File: config.mk
export PLATFORM = sky130hd
export DESIGN_NAME = l2spm_req_arbiter
export DESIGN_NICKNAME = d
export VERILOG_FILES = /design/src/rtl/l2spm_req_arbiter.sv
export SDC_FILE = /design/constraint.sdc
export NUM_CORES = 1
export LEC_CHECK = 0
export CAP_MARGIN = 15
export CORE_AREA = 5 5 175 177
export CTS_CLUSTER_DIAMETER = 60
export DETAILED_ROUTE_END_ITERATION = 10
export DIE_AREA = 0 0 180 182
export SLEW_MARGIN = 0
export SYNTH_ARGS = -nofsm -noshare
export SYNTH_HDL_FRONTEND = slang
export SYNTH_SLANG_ARGS = --single-unit
File: constraint.sdc
create_clock -name clk_i -period 6.9 [get_ports clk_i]
set_input_delay 0.69 -clock clk_i [delete_from_list [all_inputs] [get_ports clk_i]]
set_output_delay 0.69 -clock clk_i [all_outputs]
set_load 0.05 [all_outputs]
File: src/rtl/l2spm_req_arbiter.sv
// Round-robin arbiter sharing the L2 scratchpad between requesters. Grants take 0 cycles and memory responses are routed back combinationally.
// Out-of-range requests get a local error response 1 cycle later. Requests stall while the outstanding FIFO is full or an error is pending.
module l2spm_req_arbiter #(
  parameter int                NUM_REQ   = 2,
  parameter int                ADDR_W    = 32,
  parameter int                DATA_W    = 64,
  parameter logic [ADDR_W-1:0] BASE_ADDR = 32'h1C00_0000,
  parameter logic [ADDR_W-1:0] LENGTH    = 32'h0001_0000,
  parameter int                MAX_OUTST = 4
) (
  input  logic                       clk_i,
  input  logic                       rst_i,
  input  logic [NUM_REQ-1:0]         req_i,
  input  logic [NUM_REQ*ADDR_W-1:0]  req_addr_i,
  input  logic [NUM_REQ-1:0]         req_we_i,
  input  logic [NUM_REQ*DATA_W/8-1:0] req_be_i,
  input  logic [NUM_REQ*DATA_W-1:0]  req_wdata_i,
  output logic [NUM_REQ-1:0]         req_gnt_o,
  output logic [NUM_REQ-1:0]         rsp_valid_o,
  output logic [DATA_W-1:0]          rsp_rdata_o,
  output logic                       rsp_err_o,
  output logic                       mem_req_o,
  input  logic                       mem_gnt_i,
  output logic [ADDR_W-1:0]          mem_addr_o,
  output logic                       mem_we_o,
  output logic [DATA_W/8-1:0]        mem_be_o,
  output logic [DATA_W-1:0]          mem_wdata_o,
  input  logic                       mem_rvalid_i,
  input  logic [DATA_W-1:0]          mem_rdata_i
);
  localparam int BE_W  = DATA_W / 8;
  localparam int ID_W  = $clog2(NUM_REQ);
  localparam int PTR_W = (MAX_OUTST > 1) ? $clog2(MAX_OUTST) : 1;
  localparam int CNT_W = $clog2(MAX_OUTST) + 1;
  localparam logic [ID_W-1:0]  LAST_ID  = ID_W'(NUM_REQ - 1);
  localparam logic [PTR_W-1:0] LAST_PTR = PTR_W'(MAX_OUTST - 1);
  localparam logic [CNT_W-1:0] FULL_CNT = CNT_W'(MAX_OUTST);

  logic [ID_W-1:0]   rr_ptr, winner, err_id;
  logic              any_req, in_range, full, empty, err_pending;
  logic              mem_req, mem_push, err_gnt, pop;
  logic [ADDR_W-1:0] win_addr;
  logic [ADDR_W:0]   addr_off;
  logic              win_we;
  logic [BE_W-1:0]   win_be;
  logic [DATA_W-1:0] win_wdata;
  logic [PTR_W-1:0]  head, tail;
  logic [CNT_W-1:0]  count;
  logic [ID_W-1:0]   fifo_mem [MAX_OUTST];

  function automatic logic [ID_W-1:0] rr_idx(input logic [ID_W-1:0] base, input int off);
    int s;
    s = int'(base) + off;
    if (s >= NUM_REQ) s -= NUM_REQ;
    return ID_W'(s);
  endfunction

  always_comb begin
    any_req = 1'b0;
    winner  = '0;
    for (int i = 0; i < NUM_REQ; i++) begin
      if (!any_req && req_i[rr_idx(rr_ptr, i)]) begin
        any_req = 1'b1;
        winner  = rr_idx(rr_ptr, i);
      end
    end
  end

  assign win_addr  = req_addr_i[winner*ADDR_W +: ADDR_W];
  assign win_we    = req_we_i[winner];
  assign win_be    = req_be_i[winner*BE_W +: BE_W];
  assign win_wdata = req_wdata_i[winner*DATA_W +: DATA_W];

  // One extra bit keeps windows ending at the top of the address space from wrapping.
  assign addr_off = {1'b0, win_addr} - {1'b0, BASE_ADDR};
  assign in_range = (win_addr >= BASE_ADDR) && (addr_off < {1'b0, LENGTH});

  assign full     = (count == FULL_CNT);
  assign empty    = (count == '0);
  assign mem_req  = any_req && in_range && !full && !err_pending && !rst_i;
  assign mem_push = mem_req && mem_gnt_i;
  assign err_gnt  = any_req && !in_range && empty && !err_pending && !rst_i;
  assign pop      = mem_rvalid_i && !empty;

  always_comb begin
    req_gnt_o   = '0;
    mem_req_o   = mem_req;
    mem_addr_o  = '0;
    mem_we_o    = 1'b0;
    mem_be_o    = '0;
    mem_wdata_o = '0;
    if (mem_push || err_gnt) req_gnt_o[winner] = 1'b1;
    if (mem_req) begin
      mem_addr_o  = win_addr;
      mem_we_o    = win_we;
      mem_be_o    = win_be;
      mem_wdata_o = win_wdata;
    end
  end

  always_comb begin
    rsp_valid_o = '0;
    rsp_rdata_o = '0;
    rsp_err_o   = 1'b0;
    if (pop) begin
      rsp_valid_o[fifo_mem[head]] = 1'b1;
      rsp_rdata_o                 = mem_rdata_i;
    end else if (err_pending) begin
      rsp_valid_o[err_id] = 1'b1;
      rsp_err_o           = 1'b1;
    end
  end

  always_ff @(posedge clk_i or posedge rst_i) begin
    if (rst_i) begin
      rr_ptr      <= '0;
      head        <= '0;
      tail        <= '0;
      count       <= '0;
      err_pending <= 1'b0;
      err_id      <= '0;
    end else begin
      if (mem_push || err_gnt) rr_ptr <= (winner == LAST_ID) ? '0 : winner + ID_W'(1);
      if (mem_push) tail <= (tail == LAST_PTR) ? '0 : tail + PTR_W'(1);
      if (pop)      head <= (head == LAST_PTR) ? '0 : head + PTR_W'(1);
      case ({mem_push, pop})
        2'b10:   count <= count + CNT_W'(1);
        2'b01:   count <= count - CNT_W'(1);
        default: count <= count;
      endcase
      err_pending <= err_gnt;
      if (err_gnt) err_id <= winner;
    end
  end

  always_ff @(posedge clk_i) begin
    if (mem_push) fifo_mem[tail] <= winner;
  end

  stray_rvalid: assert property (@(posedge clk_i) disable iff (rst_i) !(mem_rvalid_i && empty))
    else $warning("mem_rvalid_i with no outstanding request, ignored");

endmodule
== Word-level counts from Yosys, hierarchy flattened ==
Memory sizes are Yosys's and may differ from the RTL's.
Cells that the tools add are included.
Widths: inputs -> output; s select.

* Memories kept: 1
* Bits in registers: 10
* Output and inout port bits: 175
* Input port bits: 280
* Latch bits: 0
* Memory bits (writable): 4
* Memory bits (read-only): 0

{| class="wikitable"
|+ Memories
! name !! words !! width !! read ports !! clocked after memory_dff !! wr ports !! line !! source
|-
| fifo_mem || 4 || 1 || 1 || 0 || 1 || 49 || <nowiki>logic [ID_W-1:0] fifo_mem [MAX_OUTST];</nowiki>
|}

* Equality and inequality tests: 5
* Reduce and logical (&&, ||, !) cells: 24
* Add/subtract/negate cells: 9
* Div/mod/pow operators: 0
* Mux-type cells: 34
* Bitwise logic cells: 0
* Multipliers: 0
* Order comparisons: 12
* Shifts and indexed selects: 3

{| class="wikitable"
|+ Operator list
! operator !! number
|-
| $mux 64 || 2
|-
| $shiftx 128x8->64 || 1
|-
| $shiftx 64x7->32 || 1
|-
| $lt 33x17->1 const B || 1
|-
| $sub 32x29->33 const B || 1
|-
| $ge 32x29->1 const B || 1
|-
| $mux 32 || 1
|-
| $mux 1 || 21
|-
| $shiftx 16x5->8 || 1
|-
| $logic_and 1x1->1 || 15
|-
| $lt 1x2->1 const B || 5
|-
| $mux 2 || 5
|-
| $mux 8 || 1
|-
| $eq 2x2->1 const B || 3
|-
| $logic_not 1->1 || 6
|-
| $pmux 3 s2 || 1
|-
| $add 2x1->2 const B || 2
|-
| $add 3x1->3 const B || 1
|-
| $demux 1 s1 || 3
|-
| $eq 3x3->1 const B || 1
|-
| $ge 1x1->1 const B || 3
|-
| $logic_not 3->1 || 1
|-
| $sub 3x1->3 const B || 1
|-
| $add 1x1->2 const B || 1
|-
| other kinds (7) || 8
|}

== Logic depth before layout (Yosys ltp) ==
Gate-level depths: netlist of the first run.

* Depth in word-level cells: 19
* Gate-level depth with buffers: 20
* Mapped depth without buffers: 18

== Worst setup path before layout of the first run ==
No wires, ideal clock.

* Path kind: input-to-output
* From: in req_i[0]
* To: out mem_addr_o[10]
* Path slack: 2.116 ns
* Cell stages on the path: 15
* Buffers on the path: 5
* Required time: 6.210 ns
* Data arrival time: 4.094 ns
* Cells stage by stage: inv_1 -> o21ai_4 -> clkbuf_1 -> buf_1 -> nand2_1 -> nand2_1 -> ha_1 -> nor3b_1 -> nand4_1 -> mux2_2 -> or4b_1 -> clkbuf_1 -> buf_2 -> buf_2 -> a21oi_1

* Longest elaborated chain between the ends: 15
* Elaborated cells between the ends (all ways): 20
* Classes of those cells: add/sub: 1; order compare: 2; shift: 1; mux: 9; reduce/logical: 7

{| class="wikitable"
|+ RTL lines
! what !! line !! source
|-
| start: declaration || 13 || <nowiki>input logic [NUM_REQ-1:0] req_i,</nowiki>
|-
| $mux 1 (not written as such) (2 in a row) || 62 || <nowiki>if (!any_req && req_i[rr_idx(rr_ptr, i)]) begin</nowiki>
|-
| $mux 1 || 62 ||
|-
| $logic_not 1->1 || 62 ||
|-
| $logic_and 1x1->1 || 62 ||
|-
| $mux 1 || 62 ||
|-
| $shiftx 64x7->32 || 69 || <nowiki>assign win_addr = req_addr_i[winner*ADDR_W +: ADDR_W];</nowiki>
|-
| $sub 32x29->33 || 75 || <nowiki>assign addr_off = {1'b0, win_addr} - {1'b0, BASE_ADDR};</nowiki>
|-
| $lt 33x17->1 || 76 || <nowiki>assign in_range = (win_addr >= BASE_ADDR) && (addr_off < {1'b0, LENGTH});</nowiki>
|-
| $logic_and 1x1->1 || 76 ||
|-
| $logic_and 1x1->1 (4 in a row) || 80 || <nowiki>assign mem_req = any_req && in_range && !full && !err_pending && !rst_i;</nowiki>
|-
| $mux 32 (*) || 93 || <nowiki>if (mem_req) begin</nowiki>
|-
| end: declaration || 24 || <nowiki>output logic [ADDR_W-1:0] mem_addr_o,</nowiki>
|}

Mark *: on every way between the ends. The rest lies on a longest branch, timed or not. The select of a mux whose other input is x is not followed.

== Worst setup path after layout of the first run ==
* From: in req_i[0]
* To: out mem_wdata_o[2]

* Longest elaborated chain between the ends: 15
* Elaborated cells between the ends (all ways): 21
* Classes of those cells: add/sub: 1; order compare: 2; shift: 2; mux: 9; reduce/logical: 7

{| class="wikitable"
|+ RTL lines
! what !! line !! source
|-
| $mux 1 (not written as such) (2 in a row) || 62 ||
|-
| $mux 1 || 62 ||
|-
| $logic_not 1->1 || 62 ||
|-
| $logic_and 1x1->1 || 62 ||
|-
| $mux 1 || 62 ||
|-
| $shiftx 64x7->32 || 69 ||
|-
| $sub 32x29->33 || 75 ||
|-
| $lt 33x17->1 || 76 ||
|-
| $logic_and 1x1->1 || 76 ||
|-
| $logic_and 1x1->1 (4 in a row) || 80 ||
|-
| $mux 64 (*) || 93 ||
|-
| end: declaration || 27 || <nowiki>output logic [DATA_W-1:0] mem_wdata_o,</nowiki>
|}

Marks and branches as above.

==> results of run 1 <==
==> Yosys cell counts, drive strengths merged, types with 3 or more instances <==
cell type	n
dfrtp	10
and3	68
clkbuf	36
mux2i	5
inv	13
nand2b	4
nor2	8
nor4	4
o21ai	4
buf	21
nand2	198
ha	7
mux2	3
a21oi	92
edfxtp	4
==> state kept, by name, indices dropped and copies added, names as in the netlist <==
signal,flops
rr_ptr,1
err_id,1
count,3
tail,2
err_pending,1
head,2
fifo_mem,4
==> path summary, 6_finish.rpt <==
path,startpoint,end,slack [ps],cells after the start
worst max-delay path,req_i[0],mem_wdata_o[2],1650,14
worst min-delay path,count[2]$_DFFE_PP0P_,count[2]$_DFFE_PP0P_,500,1
worst max register to register,rr_ptr$_DFFE_PP0N_,count[2]$_DFFE_PP0P_,2810,17
worst min register to register,count[2]$_DFFE_PP0P_,count[2]$_DFFE_PP0P_,500,1
max in group asynchronous,rst_i,count[1]$_DFFE_PP0P_,5790,2
min in group asynchronous,rst_i,tail[1]$_DFFE_PP0P_,820,2
==> layout by cell type, fill, tap and decap left out, types with 3 or more instances in the layout <==
master,netlist,final
a21oi_1,92,92
and3_1,68,68
buf_12,0,96
buf_4,12,4
clkbuf_16,0,3
clkdlybuf4s50_1,0,345
conb_1,1,12
dfrtp_1,10,10
edfxtp_1,4,4
ha_1,7,7
inv_1,11,11
mux2i_1,5,5
nand2_1,197,197
nand2b_1,4,4
nor2_1,8,8
nor4_1,4,4
o21ai_0,3,3
==> logic make-up after synthesis <==
family	after synthesis	synth area share, %
compound gates	102	19.1
xor+xnor	3	0.936
fa+ha+maj	8	3.83
buf+inv	70	11.3
flops	14	13.2
mux	10	4.59
other cells	1	0.134
simple gates	292	46.9
==> per-layer routing <==
metal,vias up,part of all wire [%]
li1,2441,-
met1,2236,40
met2,295,50
met3,8,9.1
met4,0,0.97
met5,-,0
==> worst register-to-register path, cell delays in order, from the launching register on <==
cell and delay, ps:
dfrtp_1 410, o21ai_4 180, buf_4 320, nand2_1 130, nand2_1 100, ha_1 250
nor3b_1 190, nand4_1 120, mux2_2 340, or4b_4 700, inv_2 270, nand2_2 110
ha_1 240, inv_1 80, fa_1 180, xor2_1 140, nor2_1 60, xor2_1 140
==> cell type report <==
cell class	count	area [µm²]
fillers	3040	20500
repair buffers	446	5410
multi-input cells	427	2170
well taps	390	488
flip-flops and latches	14	370
clock buffers	4	78.8
inverters	13	50.0
diodes	2	5.00
==> metrics by stage <==
stage	cells	hold slack, ps	area (µm²)	worst slack, ps
after floorplan	511	455	2850	2120
after global placement	1290	473	8490	1630
after detailed placement	1290	481	8490	1620
after CTS	1294	491	8560	1600
after global routing	1296	519	8570	1370
final	1296	496	8570	1650
==> power groups by stage <==
stage | Clock [mW] | Combinational [mW] | Sequential (mW)
after global routing | 0.116 | 0.880 | 0.135
after detailed placement | 0 | 0.828 | 0.132
after CTS | 0.110 | 0.833 | 0.130
after global placement | 0 | 0.822 | 0.131
final | 0.109 | 0.823 | 0.130
after floorplan | 0 | 0.478 | 0.125
==> impl_metrics.yaml, run 1 <==
worst_setup_path:
  path_cells: "clkdlybuf4s50_1 > inv_1 > o21ai_4 > buf_4 > nand2_1 > nand2_1 > ha_1 > nor3b_1 > nand4_1 > mux2_2 > or4b_4 > buf_4 > a21oi_1 > buf_12"
  crit_path_max_incr_delay_ps: 700
  worstPathArrival_ps: 4560
  critPathLaunchType: "input pin"
  critical_path_class: "in -> out"
  crit_required_ps: 6210
  crit_family: "buffers and inverters"
  cpMaxStageDelayCell: "or4b_4"
  end_kind: "primary output"
  cp_max_fo: 59
  crit_buf_inv: 5
synth:
  syn-cell-area_um2: 2810
  ys_ff_latch: 14
  synth_top_area_share_pct: 26.3
  yosysWarnings: 0
  ys_async_sr_fraction_pct: 71.4
  netlist_instances: 500
  synthTopCellsByArea: "nand2_1 26%, a21oi_1 16%, and3_1 15%"
  synth_top_area_cell: "nand2_1"
  synth_edf_count: 4
  ys_seq_area_share_pct: 13.2
  synth_flop_cell: "dfrtp_1"
  avgSynthCellArea_um2: 5.62
  ys_types: 39
clock_tree:
  ctsResizeCount: 0
  clock_latency_ps: 240
  htreeDepth: 1
  cts_inserted_buffers: 3
  clockBufferDepth: 2
  clkSlewWorstSetupHoldPaths_ps: 40
  cts_tree: "built"
  cts_setup_buffers: 0
  holdBufCountCts: 0
  cts_sinks: 14
  cts_root_buf: "clkbuf_16"
final_layout:
  area_growth_pct: 205
  final_nets: 1193
  drive_above_1_share_pct: 12.5
  utilization_pct: 29.5
timing:
  fin_crit_sh_pct: 76.0
  setup_viol: 0
  fmax_ghz: 0.191
  period_needed_ps: 5250
  drv_slew: 0
  hold_viol_final: 0
  finalSetupTns_ps: 0
  timing.slew.headroom_pct: 26.1
  fin_worst_skew_ps: 3.09
  tightest_slew_ps: 1100
  rsz0062_at_grt: "false"
floorplan:
  die_x_um: 180
  die_y_um: 182
  ioPinCount: 455
  die-area_um2: 32800
  start_util_pct: 9.66
  core.rowCount: 63
  core_um2: 29100
power_and_ir_drop:
  p_int_mw: 0.523
  switchingPower_mw: 0.538
  ir_worst_vdd_uv: 100
  power.density_nw_per_um2: 124
  leakage_nw: 3.57
  clockPowerShare_pct: 10.3
  seqPwrFrac_pct: 12.3
  pwr-share-comb_pct: 77.5
  p_total_mw: 1.06
  netSwitchingFraction_pct: 50.7
route:
  wl_per_cell_um: 17.3
  wirelength_mm: 22.4
  via_count: 4980
  drt_iter0_drc: 129
  firstDrtPassIters: 4
  ant_nets: 0
  drc: 0
  vias_per_cell: 3.84
job:
  maxCapViolations: 0
placed_design:
  portBuffers: 442
  place.gp.congestion: 0.866
  dp_hpwl_mm: 19.1
hold_path:
  hold_path.class: "reg -> reg"
grt:
  grt_pass1_wl_mm: 32.7
  met1_usage_pct: 15.0
  use_met2_pct: 22.9
  gr-usage-all-layers_pct: 12.7
  grt.busiest_layer: "met2"
  grt_start_max_net_pins: 86
  antenna_found_initial: 2
  grt_overflow: 0
  met3_usage_pct: 4.29
  grt_pass1_vias: 5181
status:
  status: "completed"
No activity file was read; power rests on OpenSTA's default activity.
==> run 2: changes to the inputs <==
--- a/config.mk
+++ b/config.mk
@@ -6,10 +6,10 @@
 export NUM_CORES = 1
 export LEC_CHECK = 0
 export CAP_MARGIN = 15
-export CORE_AREA = 5 5 175 177
+export CORE_AREA = 5 5 174 176
 export CTS_CLUSTER_DIAMETER = 60
 export DETAILED_ROUTE_END_ITERATION = 10
-export DIE_AREA = 0 0 180 182
+export DIE_AREA = 0 0 179 181
 export SLEW_MARGIN = 0
 export SYNTH_ARGS = -nofsm -noshare
 export SYNTH_HDL_FRONTEND = slang
==> constraint.sdc (replaced) <==
create_clock -name clk_i -period 5.3 [get_ports clk_i]
set_input_delay 0.53 -clock clk_i [delete_from_list [all_inputs] [get_ports clk_i]]
set_output_delay 0.53 -clock clk_i [all_outputs]
set_load 0.05 [all_outputs]
==> impl_metrics.yaml, run 2 (synthesis results as in run 1) <==
timing:
  setup_viol: 0
  fin_crit_sh_pct: 91.5
  fin_worst_skew_ps: 1.13
  drv_slew: 0
  tightest_slew_ps: 945
  period_needed_ps: 4850
  timing.slew.headroom_pct: 37.0
  hold_ws_ps: 489
  hold_viol_final: 0
  finalSetupTns_ps: 0
  fmax_ghz: 0.206
  rsz0062_at_grt: "false"
route:
  drt_iter0_drc: 148
  wirelength_mm: 24.0
  wl_per_cell_um: 18.5
  vias_per_cell: 3.88
  via_count: 5027
  firstDrtPassIters: 4
  ant_nets: 0
  drc: 0
clock_tree:
  clock_latency_ps: 240
  holdBufCountCts: 0
  cts_inserted_buffers: 3
  htreeDepth: 1
  ctsResizeCount: 0
  clockBufferDepth: 2
  cts_setup_buffers: 0
  cts_root_buf: "clkbuf_16"
  cts_sinks: 14
  clkSlewWorstSetupHoldPaths_ps: 40
  cts_tree: "built"
placed_design:
  portBuffers: 442
  dpl_cell_area_um2: 8510
  place.gp.congestion: 0.836
  dp_hpwl_mm: 20.8
final_layout:
  area_growth_pct: 206
  largest_reg_flops: 4
  final_nets: 1197
  top_register: "fifo_mem"
  top_regs: "fifo_mem x4, count x3"
  final_common_cell: "clkdlybuf4s50_1"
  design_area_um2: 8590
  drive_above_1_share_pct: 12.9
  layout_common_cells: "345 x clkdlybuf4s50_1, 197 x nand2_1, 96 x buf_12"
worst_setup_path:
  crit_family: "simple AND/OR/NAND/NOR gates"
  crit_buf_inv: 5
  end_kind: "primary output"
  r2r_setup_slack_ps: 1120
  cp_max_fo: 49
  crit_required_ps: 4770
  worstPathArrival_ps: 4320
  cpMaxStageDelayCell: "or4b_4"
  critical_path_class: "in -> out"
  crit_path_max_incr_delay_ps: 780
  crit_top_cell: "nand2_1"
  path_cells: "clkdlybuf4s50_1 > inv_1 > o21ai_4 > clkinv_2 > nand2_1 > nand2_1 > ha_1 > nor3b_1 > nand4_1 > mux2_2 > or4b_4 > buf_4 > a21oi_1 > buf_12"
  critPathLaunchType: "input pin"
floorplan:
  die_x_um: 179
  core.rowCount: 62
  die_y_um: 181
  start_util_pct: 9.87
  core_um2: 28500
  die-area_um2: 32400
  ioPinCount: 455
power_and_ir_drop:
  leakage_nw: 3.59
  p_total_mw: 1.40
  ir_worst_vdd_uv: 96.8
  power.density_nw_per_um2: 162
status:
  status: "completed"
grt:
  antenna_found_initial: 5
  grt_start_max_net_pins: 67
  gr-usage-all-layers_pct: 13.5
  grt_pass1_wl_mm: 33.0
  grt_overflow: 0
  grt_pass1_vias: 5194
hold_path:
  hold_path.class: "reg -> reg"
job:
  maxCapViolations: 0
## run 2: changes by cell type in the layout (fill, tap and decap cells not counted), sizes merged
cell	change
diode	+1
buf	+4
## run 2: stage by stage
stage                     util, %  setup slack [ps]  std cells
after detailed placement     29.9               465       1288
after CTS                    30.2               423       1292
final                        30.2               452       1295
after global routing         30.2               176       1294
after floorplan                 -               836        511
after global placement       29.9               590       1288
## run 2: routing by layer
layer  track usage (%)  routed length [µm]  vias to the layer above
li1                  -                   -                     2455
met1              14.4                8500                     2244
met2              25.0               12300                      307
met3              4.95                2720                       19
met4              2.98                 480                        2
met5                 0                   7                        -
## run 2: worst register-to-register path, cell delays in order, from the launching register on
cell and delay (ps):
dfrtp_1 450, o21ai_4 350, clkinv_2 130, nand2_1 100, nand2_1 60, ha_1 320, nor3b_1 240, nand4_1 130
mux2_2 320, or4b_4 780, inv_2 240, nand2_2 100, ha_1 230, inv_1 70, fa_1 170, xor2_1 150
nor2_1 60, xor2_1 140
## run 2: worst paths after layout
path / cells past startpoint / startpoint / to
setup / recovery: 14 / req_i[0] / mem_wdata_o[5]
hold / removal: 1 / count[0]$_DFFE_PP0P_ / count[0]$_DFFE_PP0P_
setup reg to reg: 17 / rr_ptr$_DFFE_PP0N_ / count[2]$_DFFE_PP0P_
hold reg to reg: 1 / count[0]$_DFFE_PP0P_ / count[0]$_DFFE_PP0P_
min in group asynchronous: 2 / rst_i / tail[1]$_DFFE_PP0P_
max in group asynchronous: 2 / rst_i / count[1]$_DFFE_PP0P_
## run 2: area by class of cell
cell class                 instances  area [µm²]
antenna                            3        7.51
tap                              384         480
inverter                          13        50.0
multi-input combinational        427        2170
sequential                        14         370
timing repair buffer             450        5440
clock buffer                       4        78.8
fill                            3032       19900
## run 2: where the power goes
part           internal (mW)  switching (mW)  total (mW)
Combinational          0.439           0.642        1.08
Sequential             0.142          0.0284       0.170
Clock                  0.102          0.0427       0.144
Total                  0.682           0.713        1.40
==> run 3: changes to the inputs <==
--- a/config.mk
+++ b/config.mk
@@ -10,6 +10,8 @@
 export CTS_CLUSTER_DIAMETER = 60
 export DETAILED_ROUTE_END_ITERATION = 10
 export DIE_AREA = 0 0 179 181
+export GPL_TIMING_DRIVEN = 0
+export SKIP_LAST_GASP = 1
 export SLEW_MARGIN = 0
 export SYNTH_ARGS = -nofsm -noshare
 export SYNTH_HDL_FRONTEND = slang
==> impl_metrics.yaml, run 3 (synthesis results as in run 1) <==
status:
  status: "completed"
timing:
  setup_viol: 0
  finalSetupTns_ps: 0
  drv_slew: 0
  fmax_ghz: 0.197
  period_needed_ps: 5070
  tightest_slew_ps: 669
  hold_viol_final: 0
  fin_crit_sh_pct: 95.6
  fin_worst_skew_ps: 1.16
  setup_ws_ps: 231
  timing.slew.headroom_pct: 55.2
route:
  drc: 0
  drt_iter0_drc: 163
  vias_per_cell: 3.85
  ant_nets: 0
  via_count: 5173
  wirelength_mm: 24.7
  firstDrtPassIters: 4
  wl_per_cell_um: 18.4
worst_setup_path:
  cp_max_fo: 10
  cpMaxStageDelayCell: "or4b_4"
  crit_required_ps: 4770
  path_cells: "clkdlybuf4s50_1 > inv_1 > o21ai_4 > buf_12 > clkbuf_4 > buf_6 > nand2_1 > nand2_1 > ha_2 > nor3b_4 > nand4_1 > mux2_2 > or4b_4 > buf_4 > buf_2 > a21oi_1 > buf_4"
  end_kind: "primary output"
  crit_family: "buffers and inverters"
  critical_path_class: "in -> out"
  worstPathArrival_ps: 4540
  r2r_setup_slack_ps: 1150
  crit_path_max_incr_delay_ps: 550
  critPathLaunchType: "input pin"
  crit_buf_inv: 8
job:
  maxCapViolations: 0
grt:
  grt_pass1_vias: 5430
  gr-usage-all-layers_pct: 13.7
  grt_overflow: 0
  grt_start_max_net_pins: 14
  antenna_found_initial: 2
  grt_pass1_wl_mm: 33.6
clock_tree:
  cts_sinks: 14
  clock_latency_ps: 240
  clkSlewWorstSetupHoldPaths_ps: 50
  clockBufferDepth: 2
  cts_inserted_buffers: 3
  holdBufCountCts: 0
  cts_tree: "built"
  cts_root_buf: "clkbuf_16"
  htreeDepth: 1
floorplan:
  core_um2: 28500
  die_y_um: 181
  start_util_pct: 9.87
  die-area_um2: 32400
  core.rowCount: 62
  die_x_um: 179
  ioPinCount: 455
power_and_ir_drop:
  leakage_nw: 3.44
  ir_worst_vdd_uv: 99.2
  p_total_mw: 1.46
  power.density_nw_per_um2: 191
final_layout:
  top_register: "fifo_mem"
  drive_above_1_share_pct: 14.8
  nFillCells: 3169
  layout_common_cells: "346 x clkdlybuf4s50_1, 197 x nand2_1, 85 x a21oi_1"
  final_common_cell: "clkdlybuf4s50_1"
  area_growth_pct: 172
  final_cells: 1343
  largest_reg_flops: 4
  diodes: 0
  register_area_um2: 370
  multi_input_area_um2: 2210
  top_regs: "fifo_mem x4, count x3"
  final_nets: 1248
placed_design:
  placedCellCount: 1337
  dp_hpwl_mm: 21.7
  place.gp.congestion: 0.851
  portBuffers: 442
  dp_slack_ps: -1820
hold_path:
  hold_path.class: "reg -> reg"
==> run 3: cell count changes in the layout (fill, tap and decap cells not counted), sizes merged <==
cell	delta
clkbuf	+46
clkdlybuf4s15	+18
buf	-17
diode	-3
dlygate4sd2	+2
clkdlybuf4s50	+1
inv	+1
==> run 3: timing repair <==
action	CTS	global route
hold endpoints to repair	0	0
pin swaps	1	1
endpoints found under the setup margin	106	95
setup buffers	3	0
gates resized for setup	440	39
==> run 3: final timing paths <==
check                                     startpoint  cells past startpoint                     to
worst min-delay path            count[0]$_DFFE_PP0P_                      1   count[0]$_DFFE_PP0P_
max in group asynchronous                      rst_i                      2    tail[1]$_DFFE_PP0P_
min in group asynchronous                      rst_i                      2  err_pending$_DFF_PP0_
worst max-delay path                        req_i[0]                     17            mem_be_o[1]
worst min register to register  count[0]$_DFFE_PP0P_                      1   count[0]$_DFFE_PP0P_
worst max register to register    rr_ptr$_DFFE_PP0N_                     17   count[1]$_DFFE_PP0P_
==> run 3: routing by layer <==
layer  vias to the layer above  wire length, µm  GRT usage [%]
li1                       2553                -              -
met4                         4              303           2.03
met5                         -               26              0
met1                      2284             8690           14.3
met2                       314            13000           27.1
met3                        18             2640           4.20
==> run 3: final cells by class <==
type                    count  area share, %
repair buffers            445           54.5
multi-input cells         427           28.9
well taps                 384           6.30
flip-flops and latches     14           4.86
plain buffers              56           3.76
clock buffers               3          0.984
inverters                  13          0.640
clock inverters             1         0.0492
==> run 3: per-stage QoR <==
| stage | util (%) | cell area, µm² | hold WS (ps) |
|---|---|---|---|
| global placement | 27.2 | 7750 | 478 |
| global route | 26.8 | 7630 | 530 |
| detailed placement | 27.2 | 7750 | 480 |
| finish | 26.8 | 7630 | 500 |
| CTS | 26.7 | 7610 | 501 |
| floorplan | - | 2850 | 370 |
==> run 3: power by group <==
part | leakage (nW) | total [mW] | switching (mW) | internal [mW]
clock | 0.0385 | 0.143 | 0.0433 | 0.0998
sequential | 0.161 | 0.169 | 0.0276 | 0.142
combinational | 3.24 | 1.15 | 0.680 | 0.468
